[src/rtl/run_length_ctrl_if.sv]
// Request/grant and result bus of the run-length scanner.
// Requesters drive reqN/dataN (master side); the scanner returns grants and results (slave side).
interface run_length_ctrl_if;
  logic        req0;
  logic [31:0] data0;
  logic        req1;
  logic [31:0] data1;
  logic        gnt0;
  logic        gnt1;
  logic        busy;
  logic        valid;
  logic [5:0]  max_len;
  logic        done_id;
  logic [15:0] scan_count;

  // Handshake: reqN rises and stays high with dataN stable until the cycle gntN is
  // high; that cycle is the transfer. valid is a one-cycle result strobe with no back-pressure.
  modport master (
    output req0, data0, req1, data1,
    input  gnt0, gnt1, busy, valid, max_len, done_id, scan_count
  );

  modport slave (
    input  req0, data0, req1, data1,
    output gnt0, gnt1, busy, valid, max_len, done_id, scan_count
  );
endinterface

[src/rtl/run_length_ctrl.sv]
// Two-requester arbiter in front of a byte-serial scanner that finds the longest run of 1s
// in a 32-bit word: grant in IDLE, four SCAN cycles (MSB byte first), one DONE cycle.
module run_length_ctrl (
  input  logic                    clk,
  input  logic                    reset,
  run_length_ctrl_if.slave        bus,
  output logic [1:0]              o_dbg_state
);

  typedef enum logic [1:0] {
    S_IDLE = 2'd0,
    S_SCAN = 2'd1,
    S_DONE = 2'd2
  } state_t;

  state_t      r_state;
  state_t      w_state_nxt;
  logic [31:0] r_shift;
  logic [1:0]  r_byte_idx;
  logic [5:0]  r_cur;
  logic [5:0]  r_best;
  logic        r_owner;
  logic        r_last;
  logic [5:0]  r_max_len;
  logic        r_done_id;
  logic [15:0] r_scan_count;

  logic        w_gnt0;
  logic        w_gnt1;
  logic [7:0]  w_byte;
  logic [3:0]  w_lead;
  logic [3:0]  w_trail;
  logic [3:0]  w_inner;
  logic [5:0]  w_cur_lead;
  logic [5:0]  w_cur_nxt;
  logic [5:0]  w_best_nxt;
  logic [5:0]  w_final;

  function automatic logic [3:0] f_lead(input logic [7:0] b);
    logic [3:0] n;
    logic       stop;
    n    = 4'd0;
    stop = 1'b0;
    for (int i = 7; i >= 0; i--) begin
      if (!stop && b[i]) n = n + 4'd1;
      else               stop = 1'b1;
    end
    return n;
  endfunction

  function automatic logic [3:0] f_trail(input logic [7:0] b);
    logic [3:0] n;
    logic       stop;
    n    = 4'd0;
    stop = 1'b0;
    for (int i = 0; i < 8; i++) begin
      if (!stop && b[i]) n = n + 4'd1;
      else               stop = 1'b1;
    end
    return n;
  endfunction

  function automatic logic [3:0] f_inner(input logic [7:0] b);
    logic [3:0] run;
    logic [3:0] best;
    run  = 4'd0;
    best = 4'd0;
    for (int i = 0; i < 8; i++) begin
      run = b[i] ? run + 4'd1 : 4'd0;
      if (run > best) best = run;
    end
    return best;
  endfunction

  // Round-robin: on contention the requester not served last wins; reset is never a grant cycle.
  always_comb begin
    w_gnt0 = 1'b0;
    w_gnt1 = 1'b0;
    if (r_state == S_IDLE && !reset) begin
      if (bus.req0 && bus.req1) begin
        w_gnt0 = r_last;
        w_gnt1 = !r_last;
      end else begin
        w_gnt0 = bus.req0;
        w_gnt1 = bus.req1;
      end
    end
  end

  // A full 0xFF byte extends the open run; any other byte closes it and starts a new one from its trail.
  always_comb begin
    w_byte     = r_shift[31:24];
    w_lead     = f_lead(w_byte);
    w_trail    = f_trail(w_byte);
    w_inner    = f_inner(w_byte);
    w_cur_lead = r_cur + {2'b00, w_lead};
    w_cur_nxt  = r_cur;
    w_best_nxt = r_best;
    if (w_byte == 8'hFF) begin
      w_cur_nxt = r_cur + 6'd8;
    end else begin
      w_best_nxt = r_best;
      if (w_cur_lead > w_best_nxt)         w_best_nxt = w_cur_lead;
      if ({2'b00, w_inner} > w_best_nxt)   w_best_nxt = {2'b00, w_inner};
      w_cur_nxt = {2'b00, w_trail};
    end
    w_final = (w_cur_nxt > w_best_nxt) ? w_cur_nxt : w_best_nxt;
  end

  always_comb begin
    w_state_nxt = r_state;
    case (r_state)
      S_IDLE:  if (w_gnt0 || w_gnt1) w_state_nxt = S_SCAN;
      S_SCAN:  if (r_byte_idx == 2'd3) w_state_nxt = S_DONE;
      S_DONE:  w_state_nxt = S_IDLE;
      default: w_state_nxt = S_IDLE;
    endcase
  end

  always_ff @(posedge clk) begin
    if (reset) r_state <= S_IDLE;
    else       r_state <= w_state_nxt;
  end

  always_ff @(posedge clk) begin
    if (reset) begin
      r_shift      <= 32'd0;
      r_byte_idx   <= 2'd0;
      r_cur        <= 6'd0;
      r_best       <= 6'd0;
      r_owner      <= 1'b0;
      r_last       <= 1'b1;
      r_max_len    <= 6'd0;
      r_done_id    <= 1'b0;
      r_scan_count <= 16'd0;
    end else begin
      case (r_state)
        S_IDLE: begin
          if (w_gnt0 || w_gnt1) begin
            r_shift    <= w_gnt1 ? bus.data1 : bus.data0;
            r_owner    <= w_gnt1;
            r_last     <= w_gnt1;
            r_cur      <= 6'd0;
            r_best     <= 6'd0;
            r_byte_idx <= 2'd0;
          end
        end
        S_SCAN: begin
          r_shift    <= {r_shift[23:0], 8'h00};
          r_cur      <= w_cur_nxt;
          r_best     <= w_best_nxt;
          r_byte_idx <= r_byte_idx + 2'd1;
          // Result registers load on entry to DONE so they are stable while valid is high.
          if (r_byte_idx == 2'd3) begin
            r_max_len <= w_final;
            r_done_id <= r_owner;
          end
        end
        S_DONE: begin
          r_scan_count <= r_scan_count + 16'd1;
        end
        default: ;
      endcase
    end
  end

  assign bus.gnt0       = w_gnt0;
  assign bus.gnt1       = w_gnt1;
  assign bus.busy       = (r_state != S_IDLE);
  assign bus.valid      = (r_state == S_DONE) && !reset;
  assign bus.max_len    = r_max_len;
  assign bus.done_id    = r_done_id;
  assign bus.scan_count = r_scan_count;
  assign o_dbg_state    = r_state;

endmodule

[src/flat_wrapper.sv]
// flat-port wrapper written by rule: the top's interface ports become plain ports
module run_length_ctrl_flat 
  (clk, reset, o_dbg_state, bus_req0, bus_data0, bus_req1, bus_data1, bus_gnt0, bus_gnt1, bus_busy, bus_valid, bus_max_len, bus_done_id, bus_scan_count);
  run_length_ctrl_if bus_i ();
  input  logic clk;
  input  logic reset;
  output logic [1:0] o_dbg_state;
  input wire logic [$bits(bus_i.req0)-1:0] bus_req0;
  input wire logic [$bits(bus_i.data0)-1:0] bus_data0;
  input wire logic [$bits(bus_i.req1)-1:0] bus_req1;
  input wire logic [$bits(bus_i.data1)-1:0] bus_data1;
  output wire logic [$bits(bus_i.gnt0)-1:0] bus_gnt0;
  output wire logic [$bits(bus_i.gnt1)-1:0] bus_gnt1;
  output wire logic [$bits(bus_i.busy)-1:0] bus_busy;
  output wire logic [$bits(bus_i.valid)-1:0] bus_valid;
  output wire logic [$bits(bus_i.max_len)-1:0] bus_max_len;
  output wire logic [$bits(bus_i.done_id)-1:0] bus_done_id;
  output wire logic [$bits(bus_i.scan_count)-1:0] bus_scan_count;
  assign bus_i.req0 = bus_req0;
  assign bus_i.data0 = bus_data0;
  assign bus_i.req1 = bus_req1;
  assign bus_i.data1 = bus_data1;
  assign bus_gnt0 = bus_i.gnt0;
  assign bus_gnt1 = bus_i.gnt1;
  assign bus_busy = bus_i.busy;
  assign bus_valid = bus_i.valid;
  assign bus_max_len = bus_i.max_len;
  assign bus_done_id = bus_i.done_id;
  assign bus_scan_count = bus_i.scan_count;
  run_length_ctrl u_core (.clk(clk), .reset(reset), .bus(bus_i), .o_dbg_state(o_dbg_state));
endmodule
[config.mk]
export PLATFORM = sky130hd
export DESIGN_NAME = run_length_ctrl_flat
export DESIGN_NICKNAME = d
export VERILOG_FILES = /design/src/rtl/run_length_ctrl_if.sv /design/src/rtl/run_length_ctrl.sv /design/src/flat_wrapper.sv
export SDC_FILE = /design/constraint.sdc
export NUM_CORES = 1
export LEC_CHECK = 0
export BUFFER_PORTS_ARGS = -buffer_cell sky130_fd_sc_hd__buf_2
export CAP_MARGIN = 20
export CORE_UTILIZATION = 50
export DETAILED_ROUTE_END_ITERATION = 10
export PLACE_DENSITY = 0.85
export SLEW_MARGIN = 20
export SYNTH_ARGS = -nofsm -noshare
export SYNTH_HDL_FRONTEND = slang
export SYNTH_SLANG_ARGS = --single-unit
export TNS_END_PERCENT = 10
[constraint.sdc]
create_clock -name clk -period 10.7 [get_ports clk]
set_input_delay 1.605 -clock clk [delete_from_list [all_inputs] [get_ports clk]]
set_output_delay 1.605 -clock clk [all_outputs]
set_load 0.05 [all_outputs]
==> impl_metrics.toml <==
[logic_synthesis]
ys_warn_count = 0
synthArstFlopShare_pct = 0
synth.top_cell.area_share_pct = 24.9
ys.flop_type = "dfxtp_1"
syn_area_um2 = 5880
synth_edf_count = 0
syn_inst = 791
yosysTopAreaCell = "dfxtp_1"
synthesis.nets = 916
ys_seq_elements = 73
synthTopCellsByArea = "dfxtp_1, ha_1, nor2_1"
ys_types = 78
synth_seq_area_share_pct = 24.9
synth_area_per_cell_um2 = 7.43

[power]
sequentialPowerShare_pct = 13.3
switching_share_pct = 45.4
p_int_w = 0.00130
share_clk_of_total_power_pct = 13.1
ir_drop_mv = 0.263
p_leak_nw = 3.43
p_switching_w = 0.00108
powerDensity_nw_per_um2 = 315
power_frac_comb_pct = 73.6

[clock_network]
hold_buffers = 0
cts_made_buffers = 9
clkSinkCount = 73
clockBufferDepth = 2
cts_tree = "yes"
root_buffer = "clkbuf_16"
clk_latency_ns = 0.35
clkTransAtPathRegs_ns = 0.06
cts_htree_levels = 3

[setup_path]
r2r_slack_ns = -0.29
worstSetupEndpointType = "flop"
r2r-start = "u_core.r_shift[24]$_SDFFE_PP0P_"
crit_path_max_fanout = 7
slowest_delay_ns = 0.38
crit_family = "compound AO/OA/AOI/OAI gates"
crit_slowest_cell = "dfxtp_4"
cp.arrival_ns = 11.19
startpoint_type = "flop"
cp_data_required_time_ns = 10.90
cp_num_buf_inv = 7
criticalPathCategory = "flop to flop"
r2r_end = "u_core.bus.max_len[2]$_SDFFE_PP0P_"
worstRegToRegCells = 65
cp_common_cell = "ha_4"

[floorplanning]
io-pin-count = 97
row_count = 39
initial_core_util_pct = 51.5
die_x_um = 110
core_area_um2 = 11400
die_h_um = 110
die-area_um2 = 12200

[drt]
routed_wl_mm = 17.0
drtPass1Iterations = 5
vias_per_cell = 5.84
via_count = 6209
drc = 0
drtAntennaViolNets = 0
first_iter_violations = 393
avgRoutedWirePerCell_um = 16.0

[global_route]
grt_pass1_wl_mm = 26.2
grt_max_degree = 77
antenna_found_initial = 0
track_usage_pct = 25.8
grt_overflow_total = 0
grt_pass1_vias = 5810

[sta]
finalHoldViolCount = 0
fin_crit_ns = 10.99
setup_slack_ns = -0.294
rsz0062_at_grt = "true"
tightest_slew_ns = 0.884
setup_viol = 6
finClkSkew_ns = 0.0106
slew_headroom_pct = 40.9
slew_viol_final = 0
period_share_pct = 103
fmax_ghz = 0.0910
tns_ns = -1.67

[final_layout]
finalNetCount = 1041
drive_gt1_share_pct = 29.5
antennaDiodeCount = 0
fillers = 920
stdcell_count = 1064
post-route-util_pct = 66.3
area_growth_pct = 28.7
design_area_um2 = 7570

[worst_hold_path]
hp-start = "u_core.bus.done_id$_SDFFE_PP0P_"
hold_depth = 2
min_to = "u_core.bus.done_id$_SDFFE_PP0P_"
hp-class = "flop to flop"

[placement]
dp_hpwl_mm = 11.1
dpl_cell_area_um2 = 6660
portBuffers = 96
place_inst = 1017
gp_routability_congestion = 0.934

[outcome]
violations = "negative setup slack"
status = "finished with violations"

[flow_run]
max-cap-violations = 0
flip-flops by register name, indices dropped and copies added (netlist names):
signal                 cells
u_core.r_owner             1
u_core.bus.done_id         1
u_core.r_shift            32
u_core.r_best              6
u_core.r_cur               6
u_core.r_last              1
u_core.bus.scan_count     16
u_core.o_dbg_state         2
u_core.bus.max_len         6
u_core.r_byte_idx          2
power by group through the flow:
stage	sequential (W)	combinational (W)	clock [W]
6_report	0.000317	0.00175	0.000311
5_1_grt	0.000319	0.00185	0.000326
4_1_cts	0.000316	0.00132	0.000313
3_5_place_dp	0.000322	0.00118	0
3_3_place_gp	0.000321	0.00116	0
2_1_floorplan	0.000315	0.000943	0
cell usage after synthesis, types with 5 or more instances:
master,n
nor2b_1,13
and2_1,8
ha_1,56
o221ai_1,24
a211oi_1,7
a31oi_1,5
nor3_1,8
a311oi_1,9
xnor2_1,19
nand2b_1,8
a22oi_1,9
dfxtp_1,73
xor2_1,20
a21o_1,7
nand2_1,82
o21ai_0,17
a21oi_1,46
nand4_1,6
o21a_1,8
mux2i_1,10
nand3_1,25
clkbuf_1,23
inv_1,44
nor2_1,181
worst min-delay path, delay by kind of cell, from the launching register on:
kind | cells | cell delay (ns)
DFF | 1 | 0.31
AOI/OAI and AO/OA | 1 | 0.06
and+or+nand+nor | 1 | 0.05
routing by layer:
layer,global-route usage [%],up-vias,wire (um)
met5,0,-,0
met4,11.0,0,620
met3,4.39,58,1010
met2,43.9,235,8310
met1,32.0,2911,7060
li1,-,3005,-
logic make-up (layout without fill, tap and decap cells):
kind of cell	after synthesis	after routing	synth area share (%)
muxes	16	16	3.17
AOI/OAI and AO/OA	173	173	21.8
xor gates and xnor gates	39	39	5.81
adders and majority gates	57	57	12.3
and+or+nand+nor	351	351	26.0
buffers and inverters	82	212	6.09
DFF	73	73	24.9
what timing repair did:
action                                  in CTS  in global routing
setup buffers                               12                 18
cloned                                       1                  0
pin swaps                                   18                 55
gates resized for setup                     10                 67
endpoints found under the setup margin       6                  6
worst max path at each step:
stage / start / to / slack (ns) / depth (start not counted)
2_1_floorplan: u_core.r_shift[24]$_SDFFE_PP0P_ / u_core.bus.max_len[4]$_SDFFE_PP0P_ / 0.02 / 64
3_3_place_gp: u_core.r_shift[24]$_SDFFE_PP0P_ / u_core.bus.max_len[0]$_SDFFE_PP0P_ / 0.02 / 61
3_5_place_dp: u_core.r_shift[24]$_SDFFE_PP0P_ / u_core.bus.max_len[0]$_SDFFE_PP0P_ / -0.33 / 61
4_1_cts: u_core.r_shift[24]$_SDFFE_PP0P_ / u_core.bus.max_len[4]$_SDFFE_PP0P_ / -0.004 / 64
5_1_grt: u_core.r_shift[24]$_SDFFE_PP0P_ / u_core.bus.max_len[0]$_SDFFE_PP0P_ / -0.69 / 67
6_report: u_core.r_shift[24]$_SDFFE_PP0P_ / u_core.bus.max_len[2]$_SDFFE_PP0P_ / -0.29 / 65
cells in the final DEF (no fill, tap or decap), types with 7 or more instances in the layout:
| master | count |
|---|---|
| o21a_1 | 8 |
| nand2_1 | 77 |
| nor2_1 | 174 |
| ha_1 | 41 |
| inv_1 | 40 |
| dfxtp_1 | 71 |
| buf_4 | 52 |
| o221ai_1 | 24 |
| a22oi_1 | 9 |
| a21oi_2 | 7 |
| a21o_1 | 7 |
| nor3_1 | 7 |
| clkbuf_16 | 9 |
| xor2_1 | 20 |
| o21ai_0 | 8 |
| nor2b_1 | 9 |
| xnor2_1 | 19 |
| nand2b_1 | 8 |
| mux2i_1 | 9 |
| a311oi_1 | 9 |
| nand3_1 | 23 |
| ha_4 | 13 |
| buf_2 | 97 |
| a21oi_1 | 36 |
layout make-up:
cell class | count | area, um^2 | area share [%]
well taps | 143 | 179 | 2.36
clock buffers | 9 | 225 | 2.98
inverters | 46 | 178 | 2.35
multi-input cells | 636 | 4550 | 60.2
flip-flops and latches | 73 | 1470 | 19.4
repair buffers | 150 | 887 | 11.7
clock inverters | 7 | 77.6 | 1.03
stage by stage:
step                hold slack, ns  setup WS [ns]  total power, W
floorplan                    0.432         0.0173         0.00126
global placement             0.439         0.0203         0.00148
detailed placement           0.457         -0.327         0.00151
CTS                          0.475       -0.00405         0.00195
global route                 0.490         -0.689         0.00249
finish                       0.470         -0.294         0.00238
Power figures use the tool's default switching activity.
